`src/rtl/bsearch_probe_ctrl_pkg.sv`:
```
// Shared state encodings and default sizing for the binary-search probe controller.
package bsearch_probe_ctrl_pkg;

   typedef enum logic [1:0] {
      S_IDLE  = 2'd0,
      S_PROBE = 2'd1,
      S_DONE  = 2'd2,
      S_ERR   = 2'd3
   } state_t;

   localparam int DEF_WIDTH = 4;
   // A search takes at most WIDTH+1 probes, so the counter must represent WIDTH+1.
   localparam int DEF_CNT_W = $clog2(DEF_WIDTH + 2);

endpackage

```
`src/rtl/bsearch_probe_ctrl.sv`:
```
// Binary-search initiator: presents guesses to a magnitude comparator and narrows
// [lo, hi] on its greater/equal/less flags until it hits, or flags an inconsistency.
module bsearch_probe_ctrl
   import bsearch_probe_ctrl_pkg::*;
#(
   parameter int WIDTH = DEF_WIDTH,
   parameter int CNT_W = DEF_CNT_W
) (
   input  logic             clk,
   input  logic             rst_n,
   input  logic             start,
   output logic [WIDTH-1:0] guess,
   output logic             guess_vld,
   input  logic             cmp_g,
   input  logic             cmp_e,
   input  logic             cmp_l,
   output logic             busy,
   output logic             done,
   output logic             err,
   output logic [WIDTH-1:0] result,
   output logic [CNT_W-1:0] probe_cnt
);

   localparam logic [WIDTH-1:0] MAXV = '1;
   localparam logic [CNT_W-1:0] CNT_MAX = '1;

   state_t           state, state_n;
   logic [WIDTH-1:0] lo, hi, lo_n, hi_n, result_n;
   logic [CNT_W-1:0] cnt_n;
   logic [WIDTH:0]   sum;

   // Midpoint summed one bit wider so lo+hi cannot wrap.
   assign sum       = {1'b0, lo} + {1'b0, hi};
   assign guess     = sum[WIDTH:1];
   assign busy      = (state == S_PROBE);
   assign guess_vld = busy;
   assign done      = (state == S_DONE) || (state == S_ERR);
   assign err       = (state == S_ERR);

   always_comb begin
      state_n  = state;
      lo_n     = lo;
      hi_n     = hi;
      result_n = result;
      cnt_n    = probe_cnt;
      case (state)
         S_IDLE, S_DONE, S_ERR: begin
            if (start) begin
               lo_n    = '0;
               hi_n    = MAXV;
               cnt_n   = '0;
               state_n = S_PROBE;
            end
         end
         S_PROBE: begin
            cnt_n = (probe_cnt == CNT_MAX) ? probe_cnt : probe_cnt + CNT_W'(1);
            case ({cmp_g, cmp_e, cmp_l})
               3'b010: begin
                  result_n = guess;
                  state_n  = S_DONE;
               end
               3'b100: begin
                  // Boundary checked first so guess+1 never wraps.
                  if (guess == MAXV) begin
                     state_n = S_ERR;
                  end else begin
                     lo_n = guess + WIDTH'(1);
                     if (lo_n > hi) state_n = S_ERR;
                  end
               end
               3'b001: begin
                  if (guess == '0) begin
                     state_n = S_ERR;
                  end else begin
                     hi_n = guess - WIDTH'(1);
                     if (lo > hi_n) state_n = S_ERR;
                  end
               end
               default: state_n = S_ERR;
            endcase
         end
         default: state_n = S_IDLE;
      endcase
   end

   always_ff @(posedge clk) begin
      if (!rst_n) begin
         state     <= S_IDLE;
         lo        <= '0;
         hi        <= '0;
         result    <= '0;
         probe_cnt <= '0;
      end else begin
         state     <= state_n;
         lo        <= lo_n;
         hi        <= hi_n;
         result    <= result_n;
         probe_cnt <= cnt_n;
      end
   end

endmodule

```
`config.mk`:
```
export PLATFORM = sky130hd
export DESIGN_NAME = bsearch_probe_ctrl
export DESIGN_NICKNAME = d
export VERILOG_FILES = /design/src/rtl/bsearch_probe_ctrl_pkg.sv /design/src/rtl/bsearch_probe_ctrl.sv
export SDC_FILE = /design/constraint.sdc
export NUM_CORES = 1
export LEC_CHECK = 0
export ABC_CLOCK_PERIOD_IN_PS = 4550
export CORE_AREA = 2 2 59 61
export CTS_BUF_LIST = sky130_fd_sc_hd__clkbuf_8
export CTS_CLUSTER_SIZE = 8
export DETAILED_ROUTE_END_ITERATION = 6
export DIE_AREA = 0 0 61 63
export RECOVER_POWER = 25
export SYNTH_ARGS = -nofsm -noshare
export SYNTH_HDL_FRONTEND = slang
export SYNTH_SLANG_ARGS = --single-unit
```
`constraint.sdc`:
```
create_clock -name clk -period 4.55 [get_ports clk]
set_input_delay 0.91 -clock clk [delete_from_list [all_inputs] [get_ports clk]]
set_output_delay 0.91 -clock clk [all_outputs]
set_load 0.1 [all_outputs]
```
---- After elaboration in Yosys (flattened, before gate mapping) ----
Index checks and enable logic that the tools add are counted.
storage, ports and cells
  register bits ........................... 17
  output and inout bits ................... 15
  word-level logic and storage cells ...... 54
cells by class
  add/sub/neg operators ................... 4
  $lt $le $gt $ge ......................... 2
  equal/unequal tests ..................... 16
  muxes and demuxes ....................... 18
  reduce and logical (&&, ||, !) cells .... 9
operators by type and width
  cell                   count
  $mux W4                6
  $pmux W4 S2            2
  $mux W2                5
  $reduce_and A3 Y1      3
  $gt A4 B4 Y1           2
  $ne A2 B2 Y1 const B   4
  $ne A4 B4 Y1 const B   2
  $eq A3 B3 Y1 const B   2
  $mux W3                2
  $pmux W2 S3            1
  $pmux W3 S2            1
  $add A4 B4 Y5          1
  $add A4 B1 Y4 const B  1
  $eq A2 B2 Y1 const B   2
  $eq A4 B4 Y1 const B   1
  $logic_not A4 Y1       1
  $ne A2 B1 Y1 const B   2
  $pmux W2 S2            1
  $reduce_and A2 Y1      2
  $sub A4 B1 Y4 const B  1
  $add A3 B1 Y3 const B  1
  $eq A3 B1 Y1 const B   1
  $eq A3 B2 Y1 const B   1
  $reduce_or A3 Y1       1
  other kinds (3)        3

---- Logic depth before layout (Yosys ltp) ----
Gate-level depths: netlist of run 1.
  word-level depth ........................ 7
  mapped depth ............................ 12
  gate-level depth less buffers ........... 12

---- Worst setup path before layout of run 1 ----
Ideal clock, no wire load.
  kind .................................... flip-flop to flip-flop
  start point ............................. reg lo[2]
  end point ............................... reg state[1]
  arrival time ............................ 3.769 ns
  data required time ...................... 4.425 ns
  setup slack ............................. 0.656 ns
  cell stages (with the launch flop) ...... 12
  path buffers ............................ 1
  path through ............................ dfxtp_1 > ha_1 > and4_1 > buf_2 > o21a_1 > nor2_1 > xor2_1 > ha_1 > and4_1 > a21oi_1 > a221oi_1 > nor4_2
on the way
  cells in the longest elaborated chain, start to end .. 5
  elaborated cells on any way between the ends .. 14
RTL lines
  element                                                            RTL line                  RTL
  start, declared                                                    bsearch_probe_ctrl.sv:28  logic [WIDTH-1:0] lo, hi, lo_n, hi_n, result_n;
  start signal, assigned                                             bsearch_probe_ctrl.sv:95  lo <= lo_n;
  $add A4 B4 Y5 *                                                    bsearch_probe_ctrl.sv:33  assign sum = {1'b0, lo} + {1'b0, hi};
  via guess[2]                                                       bsearch_probe_ctrl.sv:12  output logic [WIDTH-1:0] guess,
  $sub A4 B1 Y4, or another cell as far along                        bsearch_probe_ctrl.sv:75  hi_n = guess - WIDTH'(1);
  $gt A4 B4 Y1, or another cell as far along                         bsearch_probe_ctrl.sv:76  if (lo > hi_n) state_n = S_ERR;
  $ne A4 B4 Y1 (no source line) or $pmux W2 S3 (tied branches)       n/a
  $reduce_and A3 Y1 (no source line) or $pmux W2 S2 (tied branches)  n/a
  end signal, assigned                                               bsearch_probe_ctrl.sv:94  state <= state_n;
  end, declared                                                      bsearch_probe_ctrl.sv:27  state_t state, state_n;
Mark *: on every way through the listed nets, which the timed path passes. The rest lies on a longest branch.
A chain may end at the register's enable or synchronous reset.

---- Worst setup path after layout of run 1 ----
  start point ............................. reg lo[1]
  end point ............................... out guess[1]
on the way
  cells in the longest elaborated chain, start to end .. 1
RTL lines
  element        RTL line
  $add A4 B4 Y5  bsearch_probe_ctrl.sv:33
  end, declared  bsearch_probe_ctrl.sv:12
No other way between the ends.

==> results of run 1 <==
synth_stat cells, types with 3 or more instances:
| master | count |
|---|---|
| nand3_1 | 7 |
| dfxtp_1 | 17 |
| xor2_1 | 4 |
| ha_1 | 15 |
| a21oi_1 | 11 |
| mux2i_1 | 3 |
| o21ai_0 | 4 |
| nor3_1 | 4 |
| o211ai_1 | 4 |
| nand2b_1 | 3 |
| nor2_1 | 14 |
| nand2_1 | 3 |
| inv_1 | 10 |
| a211oi_1 | 3 |
area by class of cell:
| type | instances | area share (%) |
|---|---|---|
| clock inverter | 1 | 0.2551 |
| tap | 46 | 3.912 |
| inverter | 10 | 2.551 |
| timing repair buffer | 20 | 13.27 |
| multi-input combinational | 108 | 54.08 |
| sequential | 17 | 23.13 |
| clock buffer | 3 | 2.806 |
path summary, 6_finish.rpt:
kind,cells past startpoint,start,slack [ns],end
worst min-delay path,2,state[0]$_SDFFE_PN0P_,0.49,state[0]$_SDFFE_PN0P_
worst max-delay path,5,lo[1]$_SDFFE_PN0P_,0.92,guess[1]
worst min register to register,2,state[0]$_SDFFE_PN0P_,0.49,state[0]$_SDFFE_PN0P_
worst max register to register,10,lo[2]$_SDFFE_PN0P_,1.57,state[1]$_SDFFE_PN0P_
sequential cells by signal, summed over array words and instances, names as in the netlist:
name,cells
hi,4
lo,4
result,4
probe_cnt,3
state,2
report_power, final:
group	switching (mW)	total, mW	leakage (nW)	internal (mW)
combinational	0.118	0.171	0.463	0.0529
sequential	0.00640	0.163	0.139	0.156
clock	0.0564	0.117	0.0269	0.0601
total	0.181	0.451	0.629	0.269
metal layers:
layer / track usage [%] / wire length, um / up-vias
li1: - / - / 547
met5: 0 / 0 / -
met3: 3.520 / 121 / 5
met1: 22.38 / 1361 / 523
met4: 6.522 / 41 / 0
met2: 30.24 / 1536 / 29
placed cells by master, fill, tap and decap left out, types with 2 or more instances in the layout:
master,netlist,final
dfxtp_1,17,17
clkdlybuf4s50_1,0,16
ha_1,15,15
nor2_1,14,14
inv_1,10,11
a21oi_1,11,11
nand3_1,7,7
xor2_1,4,4
nor3_1,4,4
o211ai_1,4,4
o21ai_0,4,4
nand2b_1,3,3
nand2_1,3,3
a211oi_1,3,3
mux2i_1,3,3
clkbuf_8,0,3
and4_1,2,2
a21o_1,2,2
nor4b_1,1,2
o2bb2ai_1,2,2
nand4_1,2,2
o31ai_1,2,2
a22oi_1,2,2
nor2b_1,2,2
dlygate4sd3_1,0,2
buf_4,1,2
worst max-delay path, delay by kind of cell (launching register included):
family | cells | cell delay, ns
adders and majority gates | 1 | 0.48
xor gates and xnor gates | 1 | 0.22
buffers and inverters | 3 | 1.36
DFF | 1 | 0.40
per-stage QoR:
| step | worst slack, ns | power, mW | std cells | cell area, um2 |
|---|---|---|---|---|
| 4_1_cts | 0.8979 | 0.4536 | 205 | 1478 |
| 3_3_place_gp | 1.245 | 0.3359 | 201 | 1433 |
| 5_1_grt | 0.7745 | 0.4783 | 205 | 1471 |
| 3_5_place_dp | 1.221 | 0.3368 | 201 | 1433 |
| 6_report | 0.9162 | 0.4506 | 205 | 1471 |
| 2_1_floorplan | 0.6557 | 0.2974 | 141 | 1215 |
cells by family after synthesis:
| kind of cell | Yosys count | synth area share (%) |
|---|---|---|
| AOI/OAI and AO/OA | 36 | 19.88 |
| xor gates and xnor gates | 5 | 3.604 |
| adders and majority gates | 16 | 17.10 |
| buffers and inverters | 16 | 5.973 |
| DFF | 17 | 28.01 |
| muxes | 3 | 2.472 |
| and+or+nand+nor | 48 | 22.97 |
==> reports/qor.yml, run 1 <==
yosys:
  synth_largest_area_cell: "dfxtp_1"
  yosysTopAreaCellShare_pct: 28.01
  synth.distinct_cells: 45
  netlist_top_cells_area: "dfxtp_1 (28%), ha_1 (15%), a21oi_1 (4.5%)"
  async_flop_share_pct: 0
  synth.yosys.seq_area_share_pct: 28.01
  synthCells: 141
  syn-cell-area_um2: 1215
  synth-seq-cells: 17
  synth_edf_count: 0
  yosys_warnings: 0
  synth_fp_nets: 163
  synth_area_per_cell_um2: 8.616
  synth_flop_cell: "dfxtp_1"
clock_network:
  cts_root_buf: "clkbuf_8"
  cts.sinks: 17
  cts.hold.buffers_added: 0
  h-tree-depth: 1
  cts_tree: "done"
  cts_buffers: 3
  clk_latency_ns: 0.26
  clk_pin_slew_ns: 0.07
  postCtsSetupBuffers: 0
  clock_path_buffers: 2
  cts_resized: 0
setup_path:
  worstPathArrival_ns: 2.72
  cp_cell_sequence: "inv_1 > fa_1 > xor2_1 > inv_1 > clkdlybuf4s50_1"
  cp_max_fo: 4
  cp-start-kind: "register"
  end_kind: "primary output"
  critical_path_class: "register to primary output"
  crit_top_cell: "inv_1"
  cp.required_ns: 3.64
  max_stage_delay_ns: 1.14
  cp_slowest_cell: "clkdlybuf4s50_1"
die:
  dieHeight_um: 63
  ioPinCount: 21
  num_rows: 21
  die_w_um: 61
  core_area_um2: 3232
  die_area_um2: 3843
  initial_utilization_pct: 37.59
timing:
  post-route-period-util_pct: 79.86
  worstMarginPinSlew_ns: 1.363
  rsz0062_at_grt: "false"
  report.final.slew_viol_count: 0
  finalHoldViolations: 0
  max-slew-margin-rel_pct: 7.820
  skew_ns: 0.004861
  fin_crit_ns: 3.634
  max_freq_ghz: 0.2752
  setup_viol: 0
  finalSetupTns_ns: 0
  holdWs_ns: 0.4906
pwr:
  p_per_area_nw_per_um2: 306.2
  ir_drop_mv: 0.1614
  leakage_nw: 0.6292
final_layout:
  diodes: 0
  multiInputGateArea_um2: 795.8
  seqCellArea_um2: 340.3
  nets: 182
  syn_to_final_growth_pct: 21.11
  fin_util_pct: 45.53
  num-fill-cells: 335
  drive_above_1_share_pct: 5.660
global_routing:
  grt_max_degree: 15
  grt_overflow_total: 0
  grt.total_usage_pct: 18.09
  antenna_found_initial: 0
  grt_first_pass_wirelength_mm: 5.195
  grt_pass1_vias: 1106
run_status:
  status: "completed"
hold_path:
  hp-class: "register to register"
detailed_routing:
  wire_per_inst_um: 14.93
  ant_nets: 0
  drc_errors: 0
  drt_iter0_drc: 18
  firstDrtPassIters: 4
  drt_wl_total_mm: 3.061
  vias_per_cell: 5.385
  vias: 1104
placed_design:
  routabilityCongestion: 0.9120
  place_hpwl_mm: 2.407
  port-buffer-count: 20
job:
  cap_violations: 0
No activity file was read; power rests on OpenSTA's default activity.
==> inputs of run 2 (changes only) <==
--- a/config.mk
+++ b/config.mk
@@ -5,7 +5,7 @@
 export SDC_FILE = /design/constraint.sdc
 export NUM_CORES = 1
 export LEC_CHECK = 0
-export ABC_CLOCK_PERIOD_IN_PS = 4550
+export ABC_CLOCK_PERIOD_IN_PS = 3480
 export CORE_AREA = 2 2 59 61
 export CTS_BUF_LIST = sky130_fd_sc_hd__clkbuf_8
 export CTS_CLUSTER_SIZE = 8
==> constraint.sdc (replaced) <==
create_clock -name clk -period 3.48 [get_ports clk]
set_input_delay 0.696 -clock clk [delete_from_list [all_inputs] [get_ports clk]]
set_output_delay 0.696 -clock clk [all_outputs]
set_load 0.1 [all_outputs]
==> reports/qor.yml, run 2 (synthesis results as in run 1) <==
timing:
  rsz0062_at_grt: "false"
  finalHoldViolations: 0  # unchanged
  max_freq_ghz: 0.3291
  worstMarginPinSlew_ns: 1.287  # -0.07618 ns
  post-route-period-util_pct: 87.32
  max-slew-margin-rel_pct: 12.97  # +5.1 points
  finalSetupTns_ns: 0  # unchanged
  fin_crit_ns: 3.039
  report.final.slew_viol_count: 0  # unchanged
  holdWs_ns: 0.4874  # -0.003259 ns
  setup_viol: 0  # unchanged
  skew_ns: 0.001044  # -0.003816 ns
setup_path:
  worstPathArrival_ns: 3.16  # +0.44 ns
  r2r_slack_ns: 0.44  # -1.13 ns
  cp_cell_sequence: "inv_1 > fa_1 > xor2_1 > inv_1 > ha_1 > xor2_1 > ha_1 > and4_1 > a21oi_1 > a221oi_1 > nor4_2"
  critical_path_class: "register to register"
  worstSetupEndpoint: "state[1]$_SDFFE_PN0P_"
  cp-start-kind: "register"
  end_kind: "register"
  cp_max_fo: 4  # unchanged
  worstSetupStartpoint: "lo[1]$_SDFFE_PN0P_"
  critPathTopFamily: "adder cells"
  cp.required_ns: 3.61  # -0.03 ns
  path_depth: 11  # +6
  cp_slowest_cell: "fa_1"
  r2r-end: "state[1]$_SDFFE_PN0P_"
  r2r_cells: 11  # +1
  r2r-start: "lo[1]$_SDFFE_PN0P_"
  crit_buf_inv: 2  # -1
  max_stage_delay_ns: 0.47  # -0.67 ns
final_layout:
  fin_util_pct: 44.87  # -0.66 points
  final_common_cell: "dfxtp_1"
  nets: 182  # unchanged
  diodes: 0  # unchanged
  drive_above_1_share_pct: 7.547  # +1.9 points
  largest_registers: "hi: 4 flops, lo: 4 flops, result: 4 flops"
  syn_to_final_growth_pct: 19.36
  fin_area_um2: 1450  # -1.4%
  layout_common_cells: "dfxtp_1 (17), ha_1 (15), nor2_1 (13)"
global_routing:
  antenna_found_initial: 0  # unchanged
  grt.total_usage_pct: 17.09  # -1.0 points
  grt_max_degree: 15  # unchanged
  grt_pass1_vias: 1090  # -1.4%
  grt_first_pass_wirelength_mm: 4.995  # -3.8%
  grt_overflow_total: 0  # unchanged
placed_design:
  dpl_cell_area_um2: 1423  # -0.70%
  place_hpwl_mm: 2.402  # -0.18%
  routabilityCongestion: 0.9619  # +5.5%
  port-buffer-count: 20  # unchanged
hold_path:
  hp-class: "register to register"
pwr:
  ir_drop_mv: 0.2340  # +45%
  p_sw_mw: 0.2332  # +29%
  p_per_area_nw_per_um2: 399.9  # +31%
  power.internal_mw: 0.3467  # +29%
  p_seq_share_pct: 36.9  # +0.8 points
  sw_frac_of_total_pct: 40.21  # about the same
  p_comb_share_pct: 37.9  # about the same
  leakage_nw: 0.6246  # -0.73%
  pwr-share-clk_pct: 25.2  # -0.7 points
detailed_routing:
  drt_iter0_drc: 15  # -3
  vias_per_cell: 5.312  # -1.4%
  vias: 1089  # -1.4%
  firstDrtPassIters: 4  # unchanged
  wire_per_inst_um: 14.59  # -2.3%
  ant_nets: 0  # unchanged
  drc_errors: 0  # unchanged
  drt_wl_total_mm: 2.990  # -2.3%
die:
  core_area_um2: 3232  # unchanged
  ioPinCount: 21  # unchanged
  die_w_um: 61  # unchanged
  num_rows: 21  # unchanged
  die_area_um2: 3843  # unchanged
  dieHeight_um: 63  # unchanged
  initial_utilization_pct: 37.59  # unchanged
clock_network:
  cts_buffers: 3  # unchanged
  cts_resized: 0  # unchanged
  cts.hold.buffers_added: 0  # unchanged
  clock_path_buffers: 2  # unchanged
  cts_tree: "done"
  h-tree-depth: 1  # unchanged
  clk_latency_ns: 0.25  # about the same
  clk_pin_slew_ns: 0.06  # about the same
  cts.sinks: 17  # unchanged
  cts_root_buf: "clkbuf_8"
  postCtsSetupBuffers: 0  # unchanged
job:
  cap_violations: 0  # unchanged
run_status:
  status: "completed"
run 2: changes by cell type in the layout (fill, tap and decap cells not counted):
cell,previous run,this run
buf_4,2,4
clkbuf_1,0,3
clkdlybuf4s50_1,16,11
nor2_1,14,13
nor2_2,0,1
run 2: cell type report:
class                      instances  area, um2
multi-input combinational        108      798.3
fill                             323       1782
clock inverter                     1      3.754
inverter                          10      37.54
sequential                        17      340.3
clock buffer                       3      41.29
timing repair buffer              20      171.4
tap                               46      57.56
run 2: power by group through the flow:
stage | Combinational, mW | Sequential, mW | Clock (mW)
final | 0.220 | 0.214 | 0.146
after global routing | 0.237 | 0.215 | 0.158
after CTS | 0.224 | 0.214 | 0.148
after detailed placement | 0.223 | 0.218 | 0
after global placement | 0.219 | 0.218 | 0
after floorplan | 0.159 | 0.230 | 0
run 2: worst min-delay path by stage:
stage,startpoint,end,slack [ns],cells past startpoint
finish,state[0]$_SDFFE_PN0P_,state[0]$_SDFFE_PN0P_,0.49,2
global route,state[0]$_SDFFE_PN0P_,state[0]$_SDFFE_PN0P_,0.51,2
CTS,state[0]$_SDFFE_PN0P_,state[0]$_SDFFE_PN0P_,0.49,2
detailed placement,state[0]$_SDFFE_PN0P_,state[0]$_SDFFE_PN0P_,0.48,2
global placement,result[1]$_SDFFE_PN0P_,result[1]$_SDFFE_PN0P_,0.48,2
floorplan,state[0]$_SDFFE_PN0P_,state[0]$_SDFFE_PN0P_,0.46,2
run 2: tightest hold or removal path: stages, from the launching register on:
cell and delay [ns]:
dfxtp_1 0.33, inv_1 0.06, a211oi_1 0.05
run 2: routing by layer:
metal	vias up	GRT usage, %	part of all wire, %
met5	-	0	0
met4	0	2.446	0.27
met2	22	28.90	49
met3	2	4.555	4.8
li1	548	-	-
met1	517	21.83	45
run 2: metrics by stage:
step | setup WS (ns) | power [mW] | cells
after floorplan | 0.1500 | 0.3892 | 141
after global placement | 0.5239 | 0.4373 | 201
after detailed placement | 0.4884 | 0.4413 | 201
after CTS | 0.4698 | 0.5853 | 205
after global routing | 0.2763 | 0.6100 | 205
final | 0.4411 | 0.5799 | 205
